[src/rtl/key_irq_pkg.sv]
// Shared constants and types for the keyboard interrupt controller.
package key_irq_pkg;

   // Default bus map
   localparam logic [63:0] ART_BASE_DEF  = 64'h8000_0000;
   localparam logic [63:0] KEY_BASE_DEF  = 64'h8000_0010;
   localparam logic [63:0] STAT_BASE_DEF = 64'h8000_0018;

   // Interrupt vector encodings seen by the core
   localparam logic [3:0] IRQ_NONE = 4'd0;
   localparam logic [3:0] IRQ_KEY  = 4'd1;

   // Status register bit positions
   localparam int STAT_EMPTY_BIT = 0;
   localparam int STAT_OVF_BIT   = 1;
   localparam int CLR_OVF_BIT    = 1;

   // Interrupt handshake states
   typedef enum logic [1:0] {
      ST_IDLE = 2'd0,
      ST_PEND = 2'd1,
      ST_ACK  = 2'd2
   } irq_state_e;

   // Status word layout: count in [15:8], ovf in [1], empty in [0]
   function automatic logic [63:0] pack_status(input logic [7:0] count,
                                               input logic       ovf,
                                               input logic       empty);
      logic [63:0] w_word;
      w_word                 = '0;
      w_word[15:8]           = count;
      w_word[STAT_OVF_BIT]   = ovf;
      w_word[STAT_EMPTY_BIT] = empty;
      return w_word;
   endfunction

endpackage

[src/rtl/key_fifo.sv]
// Keycode FIFO. Push is accepted when not full, or when full together with
// a pop so the freed slot is reused in the same cycle. Pops on an empty
// FIFO are ignored. Head reads as zero while empty.
module key_fifo
   import key_irq_pkg::*;
#(
   parameter int DEPTH = 8,
   parameter int WIDTH = 8
) (
   input  logic                       clk,
   input  logic                       reset,
   input  logic                       i_push,
   input  logic                       i_pop,
   input  logic [WIDTH-1:0]           i_data,
   output logic [WIDTH-1:0]           o_head,
   output logic                       o_full,
   output logic                       o_empty,
   output logic [$clog2(DEPTH):0]     o_count
);

   localparam int AW = $clog2(DEPTH);
   localparam int CW = AW + 1;

   logic [WIDTH-1:0] r_mem [DEPTH];
   logic [AW-1:0]    r_wr_ptr;
   logic [AW-1:0]    r_rd_ptr;
   logic [CW-1:0]    r_count;

   logic             w_full;
   logic             w_empty;
   logic             w_pop;
   logic             w_push;

   assign w_full  = (r_count == CW'(DEPTH));
   assign w_empty = (r_count == '0);
   assign w_pop   = i_pop & ~w_empty;
   assign w_push  = i_push & (~w_full | w_pop);

   // Storage array; no reset needed since empty masks the head
   always_ff @(posedge clk) begin
      if (w_push) begin
         r_mem[r_wr_ptr] <= i_data;
      end
   end

   // Pointers and occupancy; pointers wrap naturally because DEPTH is 2^AW
   always_ff @(posedge clk) begin
      if (reset) begin
         r_wr_ptr <= '0;
         r_rd_ptr <= '0;
         r_count  <= '0;
      end else begin
         if (w_push) begin
            r_wr_ptr <= r_wr_ptr + 1'b1;
         end
         if (w_pop) begin
            r_rd_ptr <= r_rd_ptr + 1'b1;
         end
         unique case ({w_push, w_pop})
            2'b10:   r_count <= r_count + 1'b1;
            2'b01:   r_count <= r_count - 1'b1;
            default: r_count <= r_count;
         endcase
      end
   end

   assign o_head  = w_empty ? '0 : r_mem[r_rd_ptr];
   assign o_full  = w_full;
   assign o_empty = w_empty;
   assign o_count = r_count;

endmodule

[src/rtl/key_irq_ctrl.sv]
// Keyboard interrupt controller: buffers keycodes, raises an interrupt to
// the core while keys are waiting, exposes key/status registers on the core
// bus and forwards character writes to the art output port.
//
// Interrupt FSM
//   state   | meaning
//   --------+--------------------------------------------------------
//   ST_IDLE | no interrupt raised; waits for a non-empty FIFO
//   ST_PEND | interrupt_vector = IRQ_KEY; waits for interrupt_done=1
//   ST_ACK  | core acknowledged; waits for interrupt_done to drop
module key_irq_ctrl
   import key_irq_pkg::*;
#(
   parameter int          DEPTH     = 8,
   parameter logic [63:0] KEY_BASE  = KEY_BASE_DEF,
   parameter logic [63:0] ART_BASE  = ART_BASE_DEF,
   parameter logic [63:0] STAT_BASE = STAT_BASE_DEF
) (
   input  logic        clk,
   input  logic        reset,
   input  logic        key_valid,
   input  logic [7:0]  key_data,
   output logic [3:0]  interrupt_vector,
   input  logic        interrupt_done,
   input  logic [63:0] bus_address,
   input  logic        bus_read_enable,
   input  logic        bus_write_enable,
   input  logic [63:0] bus_write_data,
   output logic [63:0] bus_read_data,
   output logic        art_valid,
   output logic [7:0]  art_data
);

   localparam int CW = $clog2(DEPTH) + 1;

   // Bus strobe edge tracking
   logic          r_rd_prev;
   logic          r_wr_prev;
   logic          w_rd_rise;
   logic          w_wr_rise;

   // Address decode and single-shot accesses
   logic          w_key_hit;
   logic          w_art_hit;
   logic          w_stat_hit;
   logic          w_key_rd_acc;
   logic          w_art_wr_acc;
   logic          w_stat_wr_acc;

   // FIFO interface
   logic [7:0]    w_head;
   logic          w_full;
   logic          w_empty;
   logic [CW-1:0] w_count;
   logic [7:0]    w_count8;
   logic          w_pop_eff;

   // Overflow tracking
   logic          r_ovf;
   logic          w_drop;
   logic          w_ovf_clr;

   // Interrupt FSM and art output
   irq_state_e    r_state;
   logic [3:0]    r_irq_vec;
   logic          r_art_valid;
   logic [7:0]    r_art_data;

   // Only the low byte and the clear bit of write data are meaningful
   logic          w_unused_wdata;
   assign w_unused_wdata = ^bus_write_data[63:8];

   assign w_key_hit  = (bus_address == KEY_BASE);
   assign w_art_hit  = (bus_address == ART_BASE);
   assign w_stat_hit = (bus_address == STAT_BASE);

   // A held strobe produces exactly one action: only its first cycle counts
   assign w_rd_rise = bus_read_enable  & ~r_rd_prev;
   assign w_wr_rise = bus_write_enable & ~r_wr_prev;

   assign w_key_rd_acc  = w_rd_rise & w_key_hit;
   assign w_art_wr_acc  = w_wr_rise & w_art_hit;
   assign w_stat_wr_acc = w_wr_rise & w_stat_hit;

   // Mirror the FIFO's own pop qualification so the drop decision matches
   assign w_pop_eff = w_key_rd_acc & ~w_empty;
   assign w_drop    = key_valid & w_full & ~w_pop_eff;
   assign w_ovf_clr = w_stat_wr_acc & bus_write_data[CLR_OVF_BIT];

   assign w_count8  = 8'(w_count);

   key_fifo #(
      .DEPTH (DEPTH),
      .WIDTH (8)
   ) u_key_fifo (
      .clk     (clk),
      .reset   (reset),
      .i_push  (key_valid),
      .i_pop   (w_key_rd_acc),
      .i_data  (key_data),
      .o_head  (w_head),
      .o_full  (w_full),
      .o_empty (w_empty),
      .o_count (w_count)
   );

   // Previous-cycle strobe flags for edge detection
   always_ff @(posedge clk) begin
      if (reset) begin
         r_rd_prev <= 1'b0;
         r_wr_prev <= 1'b0;
      end else begin
         r_rd_prev <= bus_read_enable;
         r_wr_prev <= bus_write_enable;
      end
   end

   // Sticky overflow flag; a drop in the same cycle as a clear keeps it set
   always_ff @(posedge clk) begin
      if (reset) begin
         r_ovf <= 1'b0;
      end else if (w_drop) begin
         r_ovf <= 1'b1;
      end else if (w_ovf_clr) begin
         r_ovf <= 1'b0;
      end
   end

   // Combinational read mux; key reads show the head the same cycle it pops
   always_comb begin
      bus_read_data = '0;
      if (bus_read_enable) begin
         if (w_key_hit) begin
            bus_read_data = {56'b0, w_head};
         end else if (w_stat_hit) begin
            bus_read_data = pack_status(w_count8, r_ovf, w_empty);
         end
      end
   end

   // Interrupt handshake FSM with registered vector
   always_ff @(posedge clk) begin
      if (reset) begin
         r_state   <= ST_IDLE;
         r_irq_vec <= IRQ_NONE;
      end else begin
         unique case (r_state)
            ST_IDLE: begin
               if (!w_empty) begin
                  r_state   <= ST_PEND;
                  r_irq_vec <= IRQ_KEY;
               end else begin
                  r_irq_vec <= IRQ_NONE;
               end
            end
            ST_PEND: begin
               if (interrupt_done) begin
                  r_state   <= ST_ACK;
                  r_irq_vec <= IRQ_NONE;
               end else begin
                  r_irq_vec <= IRQ_KEY;
               end
            end
            ST_ACK: begin
               r_irq_vec <= IRQ_NONE;
               if (!interrupt_done) begin
                  r_state <= ST_IDLE;
               end
            end
            default: begin
               r_state   <= ST_IDLE;
               r_irq_vec <= IRQ_NONE;
            end
         endcase
      end
   end

   // Character output: one-cycle strobe after each art write access
   always_ff @(posedge clk) begin
      if (reset) begin
         r_art_valid <= 1'b0;
         r_art_data  <= 8'h00;
      end else begin
         r_art_valid <= w_art_wr_acc;
         if (w_art_wr_acc) begin
            r_art_data <= bus_write_data[7:0];
         end
      end
   end

   assign interrupt_vector = r_irq_vec;
   assign art_valid        = r_art_valid;
   assign art_data         = r_art_data;

endmodule

[config.mk]
export PLATFORM = sky130hd
export DESIGN_NAME = key_irq_ctrl
export DESIGN_NICKNAME = d
export VERILOG_FILES = /design/src/rtl/key_irq_pkg.sv /design/src/rtl/key_fifo.sv /design/src/rtl/key_irq_ctrl.sv
export SDC_FILE = /design/constraint.sdc
export NUM_CORES = 1
export LEC_CHECK = 0
export CAP_MARGIN = 20
export CORE_MARGIN = 2
export CORE_UTILIZATION = 35
export CTS_BUF_LIST = sky130_fd_sc_hd__clkbuf_8
export CTS_CLUSTER_SIZE = 20
export DETAILED_ROUTE_END_ITERATION = 10
export MAX_ROUTING_LAYER = met4
export PLACE_DENSITY = 0.8
export SLEW_MARGIN = 20
export SYNTH_ARGS = -nofsm -noshare
export SYNTH_HDL_FRONTEND = slang
export SYNTH_SLANG_ARGS = --single-unit
[constraint.sdc]
create_clock -name clk -period 3.7 [get_ports clk]
set_input_delay 0.37 -clock clk [delete_from_list [all_inputs] [get_ports clk]]
set_output_delay 0.37 -clock clk [all_outputs]
set_load 0.01 [all_outputs]
==> results <==
- A synthesized cell averages 12.6 µm².
- The area growth from synthesis to layout is 29.9%.
- The upper clock frequency limit is between 200 and 300 MHz.
- The run finished with clean final reports.
- After the last flow step, the layout net total stands at 619.
- The cell family contributing the most delay on the critical path is buffers and inverters.
- The synthesized cell area is 4420 µm².
- Adding up every negative setup slack in the final design gives 0 ns.
- The critical path in this run is classified as input pin to output port.
- The total number of yosys warnings is 0.
- During placement, the flow inserted port buffers numbering 107.
- The sequential standard cell area is 2480 µm².
- The per-cell via count in the routed design is approximately 5.
- The clock net in this run drives a total of 92 sinks.
- The detailed-router iteration count before antenna repair is 4.
- The number of core rows is 41.
- The shortest clock period the worst path allows after layout is 3.35 ns.
- The number of buffers and inverters on the critical path is 4.
- The worst setup path is captured at an output port.
- The initial utilization of the core area, before any placement, comes to 0.355.
- The kind of start point of the critical path is an input pin.
- The final wirelength is 9990 µm.
- The cell with the largest stage delay on the worst path is sky130_fd_sc_hd__clkdlybuf4s50_1.
- Fill cells in the final layout number 1,086.
- The count of non-filler cells in the finished layout is 649.
- The buffer cell driving the clock tree root is sky130_fd_sc_hd__clkbuf_8.
- Post-CTS timing repair inserted 0 buffers for setup.
- Setup slack on the worst reg-to-reg path comes out at around 0.95 ns.
- Summed over all cells, the static leakage comes to 1.93 nW.
- The die outline area is 13,600 µm².
- The count of flip-flops with a built-in enable after synthesis is 64.
- Routability-driven placement finished with a final weighted congestion of roughly 0.79.
- For this run the aggregate overflow at the end of global routing stands at 0.
- The largest net degree at the start of global routing is 30.
- The count of nets left with antenna violations after detail routing is 0.
- The total area inside the core boundary comes to 12,500 µm².
- The routed layout has 3,181 vias.
- Synthesis instantiated 43 different standard cells from the library.
- In this run the worst hold path is classified as input pin to flop.
- Setup repair after global routing left no endpoint under its margin.
- The required time of the critical path is 3.33 ns.
- The finished cells cover 5740 µm².
- The first global-routing pass estimated 15,100 µm of wire.
- Among all flip-flop cells after synthesis, the most frequent one is sky130_fd_sc_hd__edfxtp_1.
- In the finished design, the share of the clock period the worst path needs comes to 0.906.
- Setup violations remaining at the end of the flow were counted as 0.
- Measured against its own limit, the worst slew margin works out to 0.355.
- At the pin with the least slew margin, the transition time is around 0.96 ns.
- The max-slew violation count is 0.
- The share of layout cells above drive strength 1 is 0.111.
- The part of the Yosys area used for sequential elements is 0.561.
- The diode insertion count for antenna repair is 0.
- The floorplan die width is 116 µm.
- The post-CTS resize count is 0.
- The number of antenna violations at the first check in global routing is 0.
- The peak per-stage delay on the critical path is around 0.58 ns.
- The total power per unit cell area is 342 nW/µm².
- The post-synthesis sequential element count is 92.
- For this run, asynchronously set or reset flops after synthesis account for 0.
- In the final routed layout, each cell accounts on average for 15.4 µm.
- The post-detailed-route DRC marker count is 0.
- The clock transition at the registers of the reported paths is roughly 0.090 ns.
- On the final layout, the worst clock skew is 0.0118 ns.
- The count of endpoints failing hold in the final timing report is 0.
- The clock tree synthesis step divided the H-tree into 3 levels.
- The largest voltage drop on the vdd net is 0.245 mV.
- Once layout is complete, the utilization of the core stands at 0.461.
- The total of max-cap violations is 0.
- The via count of the first global-routing pass is roughly 3,100.
- The post-layout total power is 1.96 mW.
- The total half-perimeter wirelength after legalization and detailed placement is about 7400 µm.
- The cell count after synthesis came out at 352.
- The cell area after placement is between 5000 and 6000 µm².
- In this run, placement finished with an instance count of about 630.
- The clock tree from TritonCTS is built.
- TritonCTS created 9 clock buffers.
- The number of buffers on the longest clock path is 2.
- Data on the critical path arrives at its endpoint at around 3.0 ns.
- The detailed router finished its first iteration with 241 violations.
- The area taken by multi-input logic gates is 1660 µm².
- Clock latency on the worst-skew pair, taken at its later pin, is about 0.37 ns.
- The die is 116 µm tall.
- The signal on the critical path passes through clkdlybuf4s50_1, nor4_1, nand4_1, buf_4, or4_1, buf_4, nor3_1, clkdlybuf4s50_1.
- The top fanout value on the critical path is 7.
- The I/O pin count is 219.
- In this run, post-CTS hold repair placed 0 buffers.
- In the global route stage, overall resource usage came out at 0.151.
[cells in the final DEF (no fill, tap or decap), types with 13 or more instances in the layout]
| cell type | Yosys | layout |
|---|---|---|
| sky130_fd_sc_hd__nand4_1 | 14 | 14 |
| sky130_fd_sc_hd__conb_1 | 1 | 55 |
| sky130_fd_sc_hd__mux4_2 | 16 | 16 |
| sky130_fd_sc_hd__nor4_1 | 22 | 22 |
| sky130_fd_sc_hd__nor2_1 | 13 | 13 |
| sky130_fd_sc_hd__buf_4 | 55 | 18 |
| sky130_fd_sc_hd__a21oi_1 | 19 | 19 |
| sky130_fd_sc_hd__clkdlybuf4s50_1 | 0 | 106 |
| sky130_fd_sc_hd__o21ai_0 | 13 | 13 |
| sky130_fd_sc_hd__dfxtp_1 | 28 | 28 |
| sky130_fd_sc_hd__edfxtp_1 | 64 | 64 |
[metrics by stage]
| step | hold slack [ns] | worst slack, ns |
|---|---|---|
| after floorplan | 0.440 | 0.616 |
| after global placement | 0.450 | 0.112 |
| after detailed placement | 0.471 | 0.0375 |
| after CTS | 0.483 | 0.323 |
| after global routing | 0.479 | 0.177 |
| final | 0.467 | 0.349 |
[path summary, 6_finish.rpt]
path | start | to | cells after the start
max | bus_address[25] | bus_read_data[0] | 8
min | reset | u_key_fifo.o_count[1] | 2
max reg2reg | u_key_fifo.o_count[1] | u_key_fifo.o_count[2] | 13
min reg2reg | art_data[5] | art_data[5] | 2
[kinds of logic (layout without fill, tap and decap cells)]
family                   Yosys count  count (layout)  synth area share
AO/OA/AOI/OAI                     42              42            0.0532
XOR/XNOR                           4               4           0.00792
adder cells (fa/ha/maj)            5               5            0.0141
buffers and inverters             72             143             0.108
flip-flops                        92              92             0.561
multiplexers                      28              28             0.109
other                              1              55          0.000848
AND/OR/NAND/NOR                  108             108             0.145
[power breakdown]
part,internal [mW],switching [mW]
Combinational,0.118,0.0977
Sequential,1.13,0.0163
Clock,0.248,0.360
Total,1.49,0.474
[Yosys cell counts (5+ instances only)]
cell	n	share of area
sky130_fd_sc_hd__nor2_1	13	0.011
sky130_fd_sc_hd__clkbuf_1	11	0.0093
sky130_fd_sc_hd__nor3_1	10	0.011
sky130_fd_sc_hd__buf_4	55	0.093
sky130_fd_sc_hd__and2_1	5	0.0071
sky130_fd_sc_hd__mux4_2	16	0.081
sky130_fd_sc_hd__nand2_1	7	0.0059
sky130_fd_sc_hd__o21ai_0	13	0.015
sky130_fd_sc_hd__a21oi_1	19	0.021
sky130_fd_sc_hd__edfxtp_1	64	0.43
sky130_fd_sc_hd__ha_1	5	0.014
sky130_fd_sc_hd__nor2b_1	5	0.0071
sky130_fd_sc_hd__mux2i_1	9	0.020
sky130_fd_sc_hd__dfxtp_1	28	0.13
sky130_fd_sc_hd__nor4_1	22	0.031
sky130_fd_sc_hd__nand4_1	14	0.020
sky130_fd_sc_hd__nand3_1	7	0.0079
[metal layers]
| metal | global-route usage | wire length (µm) |
|---|---|---|
| met2 | 0.278 | 5370 |
| met1 | 0.162 | 3840 |
| met3 | 0.0363 | 654 |
| met5 | - | 0 |
| met4 | 0.0413 | 124 |
[registers in the layout (all words and copies together), names as in the netlist, named ones only]
signal and flops:
u_key_fifo.r_rd_ptr 3, r_rd_prev 1, u_key_fifo.r_mem 64, r_state 2, interrupt_vector 1, r_wr_prev 1, r_ovf 1, art_data 8
u_key_fifo.o_count 4, art_valid 1, u_key_fifo.r_wr_ptr 3
[area by class of cell]
cell class                      instances  area share
Timing Repair Buffer                  125       0.209
Clock buffer                            9      0.0216
Inverter                                2     0.00131
Multi-Input combinational cell        242       0.290
Clock inverter                          7     0.00871
Sequential cell                        92       0.432
Tap cell                              172      0.0375
Note: power is estimated with default switching activity, not from simulation.
